## config.mk

```make
export PLATFORM = sky130hd
export DESIGN_NAME = mux_arbiter
export DESIGN_NICKNAME = d
export VERILOG_FILES = /design/src/rtl/mux_arbiter_pkg.sv /design/src/rtl/mux_arbiter_rr_pick.sv /design/src/rtl/mux_arbiter.sv
export SDC_FILE = /design/constraint.sdc
export NUM_CORES = 1
export LEC_CHECK = 0
export ABC_AREA = 1
export CORE_UTILIZATION = 42
export CTS_CLUSTER_DIAMETER = 50
export CTS_CLUSTER_SIZE = 24
export DETAILED_ROUTE_END_ITERATION = 7
export GPL_TIMING_DRIVEN = 1
export PLACE_DENSITY = 0.87
export REMOVE_ABC_BUFFERS = 1
export SLEW_MARGIN = 20
export SYNTH_ARGS = -nofsm -noshare
export SYNTH_HDL_FRONTEND = slang
export SYNTH_HIERARCHICAL = 1
export SYNTH_SLANG_ARGS = --single-unit
```

## constraint.sdc

```tcl
create_clock -name clk -period 1.6 [get_ports clk]
set_clock_uncertainty 0.2 [all_clocks]
set_input_delay 0.32 -clock clk [delete_from_list [all_inputs] [get_ports clk]]
set_output_delay 0.32 -clock clk [all_outputs]
set_load 0.005 [all_outputs]
```

## src/rtl/mux_arbiter_pkg.sv

```systemverilog
// Shared types and constants for the three-source round-robin mux arbiter.
package mux_arbiter_pkg;

    localparam int unsigned NUM_SRC       = 3;
    localparam int unsigned PTR_W         = 2;
    localparam int unsigned CNT_W         = 4;
    localparam int unsigned DEF_DATA_W    = 4;
    localparam int unsigned DEF_MAX_BEATS = 4;

    typedef enum logic {
        IDLE  = 1'b0,
        GRANT = 1'b1
    } state_e;

    // Convert a one-hot source vector into its source index (0-based).
    function automatic logic [PTR_W-1:0] onehot_to_idx(input logic [NUM_SRC-1:0] oh);
        logic [PTR_W-1:0] idx;
        idx = 2'd0;
        if (oh[1]) idx = 2'd1;
        if (oh[2]) idx = 2'd2;
        return idx;
    endfunction

endpackage

```

## src/rtl/mux_arbiter_rr_pick.sv

```systemverilog
// Combinational round-robin picker: one-hot winner searching from the
// source after the last-granted pointer.
module mux_arbiter_rr_pick
    import mux_arbiter_pkg::*;
(
    input  logic [NUM_SRC-1:0] i_req,
    input  logic [PTR_W-1:0]   i_ptr,
    output logic [NUM_SRC-1:0] o_gnt
);

    // Priority order rotates so the source after i_ptr is checked first.
    always_comb begin
        o_gnt = '0;
        case (i_ptr)
            2'd0: begin
                if      (i_req[1]) o_gnt = 3'b010;
                else if (i_req[2]) o_gnt = 3'b100;
                else if (i_req[0]) o_gnt = 3'b001;
            end
            2'd1: begin
                if      (i_req[2]) o_gnt = 3'b100;
                else if (i_req[0]) o_gnt = 3'b001;
                else if (i_req[1]) o_gnt = 3'b010;
            end
            default: begin
                if      (i_req[0]) o_gnt = 3'b001;
                else if (i_req[1]) o_gnt = 3'b010;
                else if (i_req[2]) o_gnt = 3'b100;
            end
        endcase
    end

endmodule

```

## src/rtl/mux_arbiter.sv

```systemverilog
// Three-source round-robin arbiter with a registered data mux.
// Optional feature macro: MUX_ARB_BEAT_LIMIT_EN (forces release after
// MAX_BEATS grant cycles). Default build holds a grant while req stays high.
module mux_arbiter
    import mux_arbiter_pkg::*;
#(
    parameter int unsigned DATA_W    = DEF_DATA_W,
    parameter int unsigned MAX_BEATS = DEF_MAX_BEATS
) (
    input  logic               clk,
    input  logic               rst_n,
    input  logic [2:0]         req,
    input  logic [DATA_W-1:0]  in1,
    input  logic [DATA_W-1:0]  in2,
    input  logic [DATA_W-1:0]  in3,
    output logic               sel1,
    output logic               sel2,
    output logic               sel3,
    output logic [DATA_W-1:0]  mux_op,
    output logic               op_valid,
    output logic               busy
);

`ifdef MUX_ARB_BEAT_LIMIT_EN
    localparam bit LP_LIMIT_EN = 1'b1;
`else
    localparam bit LP_LIMIT_EN = 1'b0;
`endif

    // Count value seen on the final allowed grant cycle.
    localparam logic [CNT_W-1:0] LP_LAST_BEAT = CNT_W'(MAX_BEATS - 1);
    localparam logic [CNT_W-1:0] LP_CNT_MAX   = '1;

    state_e              r_state;
    logic [NUM_SRC-1:0]  r_sel;
    logic [PTR_W-1:0]    r_ptr;
    logic [CNT_W-1:0]    r_beat_cnt;
    logic [DATA_W-1:0]   r_mux_op;
    logic                r_op_valid;

    logic [NUM_SRC-1:0]  w_gnt;
    logic [DATA_W-1:0]   w_sel_data;
    logic                w_req_drop;
    logic                w_limit_hit;
    logic                w_release;

    mux_arbiter_rr_pick u_rr_pick (
        .i_req (req),
        .i_ptr (r_ptr),
        .o_gnt (w_gnt)
    );

    // Data mux driven by the registered one-hot select.
    always_comb begin
        w_sel_data = '0;
        case (r_sel)
            3'b001:  w_sel_data = in1;
            3'b010:  w_sel_data = in2;
            3'b100:  w_sel_data = in3;
            default: w_sel_data = '0;
        endcase
    end

    // Release when the owner drops its request or the beat budget is spent;
    // both at once still produce a single release.
    assign w_req_drop  = ~|(req & r_sel);
    assign w_limit_hit = LP_LIMIT_EN && (r_beat_cnt == LP_LAST_BEAT);
    assign w_release   = w_req_drop | w_limit_hit;

    // Arbiter FSM with registered grant, data and valid outputs.
    always_ff @(posedge clk or negedge rst_n) begin
        if (!rst_n) begin
            r_state    <= IDLE;
            r_sel      <= '0;
            r_ptr      <= 2'd2;
            r_beat_cnt <= '0;
            r_mux_op   <= '0;
            r_op_valid <= 1'b0;
        end else begin
            case (r_state)
                IDLE: begin
                    r_op_valid <= 1'b0;
                    if (|req) begin
                        r_state    <= GRANT;
                        r_sel      <= w_gnt;
                        r_beat_cnt <= '0;
                    end
                end
                GRANT: begin
                    r_mux_op   <= w_sel_data;
                    r_op_valid <= 1'b1;
                    if (r_beat_cnt != LP_CNT_MAX) begin
                        r_beat_cnt <= r_beat_cnt + CNT_W'(1);
                    end
                    if (w_release) begin
                        r_state <= IDLE;
                        r_sel   <= '0;
                        r_ptr   <= onehot_to_idx(r_sel);
                    end
                end
                default: begin
                    r_state <= IDLE;
                    r_sel   <= '0;
                end
            endcase
        end
    end

    assign sel1     = r_sel[0];
    assign sel2     = r_sel[1];
    assign sel3     = r_sel[2];
    assign mux_op   = r_mux_op;
    assign op_valid = r_op_valid;
    assign busy     = (r_state == GRANT);

endmodule

```

# [After elaboration in Yosys (flattened, before gate mapping)]
# Index checks and enable logic that the tools add are counted.
[totals] regBits=11 input_bits=17 output_inout_bits=9 elab_cells=39
[op_classes] eq_ne=6 mux=20 bitwise=3 n_reduce_logical=5
[ops] op="$mux W3" n=9
[ops] op="$pmux W3 S2" n=2
[ops] op="$pmux W4 S3" n=1
[ops] op="$reduce_or A3 Y1" n=2
[ops] op="$mux W1" n=4
[ops] op="$mux W2" n=2
[ops] op="$ne A2 B2 Y1 const B" n=2
[ops] op="$pmux W1 S2" n=2
[ops] op="$reduce_and A2 Y1" n=2
[ops] op="$and A3 B3 Y3" n=1
[ops] op="$eq A3 B1 Y1 const B" n=1
[ops] op="$eq A3 B2 Y1 const B" n=1
[ops] op="$eq A3 B3 Y1 const B" n=1
[ops] op="$eq A2 B1 Y1 const B" n=1
[ops] op="$logic_not A2 Y1" n=1
[ops] op="$not A1 Y1" n=2

# [Longest topological paths before layout]
[depth] depth_word=6 depth_mapped=8 mapped_depth_nobuf=8

# [Modules after synthesis]
# The synthesis kept the hierarchy.
[by_module_without_submodules] mod="mux_arbiter" n_inst=1 cells_each=83 area_each_um2=608.1 seq_area_each_um2=276.5
[by_module_without_submodules] mod="mux_arbiter_rr_pick" n_inst=1 cells_each=15 area_each_um2=78.8 seq_area_each_um2=0.0

# [Least setup slack after synthesis]
# Ideal clock, no wire load.
[synth_timing] path_kind="register -> register" startpoint="register r_ptr[1]" endpoint="register r_sel[0]" setup_ps=65 arrival_ps=966 required_ps=1335 slack_ps=369 stages_incl_launch_ff=9 n_path_buf=0 synth_period_minus_slack_ps=1231 cell_sequence="dfstp_2 -> inv_2 -> nand2_2 -> nand2_1 -> a21oi_2 -> inv_1 -> nor2_1 -> nand2_1 -> nand2_1"
[synth_via] elab_chain_len=4 word_cells_on_any_way=5 classes_between="eq/ne (1); mux (3); reduce/logical (1)"
[synth_rtl] item="start, declared" line_no="mux_arbiter.sv:36" text="logic [PTR_W-1:0] r_ptr;"
[synth_rtl] item="start signal, assigned" line_no="mux_arbiter.sv:98" text="r_ptr <= onehot_to_idx(r_sel);"
[synth_rtl] item="$eq A2 B1 Y1 or $logic_not A2 Y1 (tied branches)" line_no="mux_arbiter_rr_pick.sv:14" text="case (i_ptr)"
[synth_rtl] item="$pmux W3 S2 (*)" line_no="mux_arbiter_rr_pick.sv:14"
[synth_rtl] item="via w_gnt[0]" line_no="mux_arbiter.sv:41" text="logic [NUM_SRC-1:0] w_gnt;"
[synth_rtl] item="$mux W3 (*)" line_no="mux_arbiter.sv:83" text="if (|req) begin"
[synth_rtl] item="$pmux W3 S2 (*)" line_no="mux_arbiter.sv:80" text="case (r_state)"
[synth_rtl] item="end signal, assigned" line_no="mux_arbiter.sv:85" text="r_sel <= w_gnt;"
[synth_rtl] item="end, declared" line_no="mux_arbiter.sv:35" text="logic [NUM_SRC-1:0] r_sel;"
# Mark *: on every way through the listed nets, which the timed path passes. The rest lies on a longest branch. The select of a mux whose other input is x is not followed.
# A chain may end at the register's enable or synchronous reset.

# [Worst setup path after layout]
[layout_timing] startpoint="register r_sel[2]" endpoint="output port sel3"
[layout_lines] item="end, declared" line_no="mux_arbiter.sv:18" text="output logic sel3,"
# No word-level cell between the ends.

==> out/results.env <==
GRT_OVERFLOW_TOTAL=0
SYNTH_ENABLE_FLOP_CELLS=0
NFILLCELLS=133
CP_DATA_REQUIRED_TIME_PS=1080
CRIT_TYPE='reg2out'
FLOORPLAN.DIE.HEIGHT_UM=42.4
AREA.SEQUENTIAL_UM2=277
POWER_PER_CELL_AREA_nW_PER_UM2=1480
AVGSYNTHCELLAREA_UM2=7.01
SYNTH_TOP_AREA_CELL='sky130_fd_sc_hd__dfrtp_1'
GRT_MAX_DEGREE=12
NUMBER_OF_ANTENNA_VIOLATIONS_AT_THE_FIRST_CHECK_IN_GLOBAL_ROUTING=0
CRIT_BUF_INV=1
FINALSETUPVIOLCOUNT=0
SYNTHARSTFLOPSHARE_PCT=100
CLK-INSERTION-DELAY-LATE_PS=280
WORST_SLEW_PIN_SLEW_PS=504
SYNTHMOSTINSTANTIATEDCELL='sky130_fd_sc_hd__nand2_1'
GRT_FIRST_PASS_WIRELENGTH_MM=2.82
MAXCAPVIOLCOUNT=0
STATUS='completed'
PATH_CELLS='dlygate4sd2_1'
HOLD_PATH.CLASS='in2async'
CRITICAL_PATH_DEPTH=1
CTS_NUM_SINKS=11
TIMING.FMAX_MHz=686
DRT-INITIAL-DRC-COUNT=18
WORST-R2R-SETUP-SLACK_PS=220
POST-DP-HPWL_MM=1.30
MAX-CLOCK-PATH-BUFFERS=2
LARGEST_STAGE_DELAY_ON_THE_CRITICAL_PATH_PS=390
CLOCK_TREE.HTREE_LEVEL_COUNT=1
FINALWIRELENGTH_MM=1.73
FINALPOWER_uW=1500
RR_STARTPOINT='r_sel[1]'
TRITONCTS='done'
PLACEABLECOREAREA_UM2=1520
CLK_TRANSITION_REPORTED_PATHS_PS=70
ENDPOINT_TYPE_OF_THE_WORST_SETUP_PATH='output pin'
POSTSYNTHREGISTERBITS=11
DRT_VIA_DENSITY=5.20
MULTI_INPUT_COMB_AREA_UM2=337
P_LEAK_uW=0.000537
PEAKVDDDROP_V=0.000878
ROUTE.DETAILED.DRC=0
ANTENNA-DIODE-COUNT=0
ARRIVAL_PS=940
SYNTHFLOPTYPE='sky130_fd_sc_hd__dfrtp_1'
UNREPAIRED_SETUP_ENDPOINTS_AFTER_GLOBAL_ROUTING='no'
CRITPATHTOPFAMILY='flip-flops'
REPORT.FINAL.SLEW_VIOL_COUNT=0
CTS_MADE_BUFFERS=3
TIMING.CRITICAL_PATH.FROM_TYPE='flop'
YOSYS_WARNINGS=6
FIN_NETS=150
SYNTHCELLS=98
CP_SLOWEST_CELL='sky130_fd_sc_hd__dfrtp_1'
DETAILEDROUTE.FIRSTPASSITERATIONCOUNT=5
CTS-HOLD-FIX-BUFFERS=0
DIE_AREA_UM2=1800
PORT_BUFFERS=25
GP_CONGESTION=0.804
ROW_COUNT=14
DIEWIDTH_UM=42.4
POST-ROUTE-PERIOD-UTIL_PCT=91.1
FINALINSTANCEAREA_UM2=1010
VIA_COUNT_OF_THE_FIRST_GLOBAL_ROUTING_PASS=644
TIMING.CRITICAL_PATH.FANOUT_MAX=2
PLACE_WORST_SETUP_SLACK_PS=-96.2
TIMING.RR.END='mux_op[1]'
YOSYS.CELL_TYPES.COUNT=18
INITIAL_UTILIZATION_PCT=45.1
NUM_VIAS=769
WORST-R2R-CELL-COUNT=6
AREA_GROWTH_SYN_TO_LAYOUT_PCT=46.6
SEQ_AREA_FRAC_SYNTH_PCT=40.3
GRT_USAGE_PCT=21.5
SYNTH_AREA_UM2=687
HOLD_VIOLATIONS=0
POST_DP_CELL_AREA_UM2=985
PERIOD_NEEDED_PS=1460
FINAL.SETUP.WORST_SLACK_PS=143
IO-PIN-COUNT=26
FINAL_LAYOUT_SIZE_SUFFIX_GT1_SHARE_PCT=15.9
YS_TOP_CELLS_BY_AREA='sky130_fd_sc_hd__dfrtp_1, sky130_fd_sc_hd__nand2_1, sky130_fd_sc_hd__nand3_1, sky130_fd_sc_hd__inv_1, sky130_fd_sc_hd__nor2_1'
DETAIL_ROUTE.WL_PER_CELL_UM=11.7
YOSYSTOPAREACELLSHARE_PCT=36.4
NETLIST_TOP_CELLS_COUNT='sky130_fd_sc_hd__nand2_1, sky130_fd_sc_hd__nand3_1, sky130_fd_sc_hd__dfrtp_1, sky130_fd_sc_hd__inv_1, sky130_fd_sc_hd__nor2_1'
SLEW-LIMIT-HEADROOM_PCT=66.3
CTS_ROOT_BUFFER='sky130_fd_sc_hd__clkbuf_4'
ROUTE.ANTENNA.REMAINING_NETS=0
where the power goes:
part | switching, µW | leakage [µW] | total [µW] | internal (µW)
sequential | 56.8 | 0.000140 | 441 | 384
combinational | 489 | 0.000382 | 851 | 362
clock | 106 | 0.0000150 | 203 | 97.0
layer usage:
metal	track usage [%]	up-vias	part of all wire, %
met5	0	-	0
met2	33.5	20	47
li1	-	385	-
met4	11.3	0	2.5
met1	26.6	357	46
met3	6.47	7	3.9
layout by cell type (no fill, tap or decap), drive strengths merged:
| cell type | Yosys | final |
|---|---|---|
| nand2 | 35 | 35 |
| nand3 | 19 | 19 |
| clkdlybuf4s50 | 0 | 16 |
| inv | 11 | 11 |
| dfrtp | 10 | 10 |
| nor2 | 10 | 10 |
| dlygate4sd2 | 0 | 9 |
| buf | 4 | 9 |
| nand4 | 4 | 4 |
| clkbuf | 0 | 4 |
| a31oi | 1 | 1 |
| o21ai | 1 | 1 |
| dfstp | 1 | 1 |
| nand3b | 1 | 1 |
| a21oi | 1 | 1 |
worst register-to-register path, cell delays in order (launching register included):
cell and delay, ps:
sky130_fd_sc_hd__dfrtp_1 390, sky130_fd_sc_hd__buf_4 170, sky130_fd_sc_hd__nor2_1 240, sky130_fd_sc_hd__nand3_1 120, sky130_fd_sc_hd__nand3_1 100, sky130_fd_sc_hd__nand2_1 50
sky130_fd_sc_hd__nand2_1 50
worst max path at each step:
stage	to	slack [ps]	from
2_1_floorplan	r_sel[0]	370	r_ptr[1]
3_3_place_gp	r_sel[2]	-70	req[2]
6_report	sel3	140	r_sel[2]
5_1_grt	mux_op[2]	60	r_sel[1]
4_1_cts	sel3	130	r_sel[2]
3_5_place_dp	r_sel[2]	-100	req[1]
metrics by stage:
step | utilization (%) | std cells | TNS [ps] | hold WS (ps)
2_1_floorplan | - | 94 | 0 | -176
3_3_place_gp | 64.6 | 143 | -181 | 268
3_5_place_dp | 64.6 | 143 | -282 | 273
4_1_cts | 66.1 | 148 | 0 | 186
5_1_grt | 66.1 | 148 | 0 | 214
6_report | 66.1 | 148 | 0 | 170
cell type report:
class                      count  share of cell area [%]
multi-input combinational     72                    33.4
timing repair buffer          34                    30.4
sequential                    11                    27.5
inverter                      11                    4.10
clock buffer                   4                    2.61
tap                           16                    1.99
cell families (layout without fill, tap and decap cells):
family,after synthesis,in the layout,synth area share (%)
flops,11,11,40.3
buf+inv,15,49,10.7
compound gates,3,3,2.91
simple gates,69,69,46.1
repair_timing:
action | in CTS | in global routing
hold endpoints to repair | 0 | 0
buffers inserted | 1 | 0
gates resized for setup | 9 | 0
setup endpoints to repair | 9 | 0
registers in the layout, summed over array words and instances, names as in the netlist:
signal and flops:
r_ptr 2, r_sel 3, op_valid 1, mux_op 4, busy 1
Note: power is estimated with default switching activity, not from simulation.
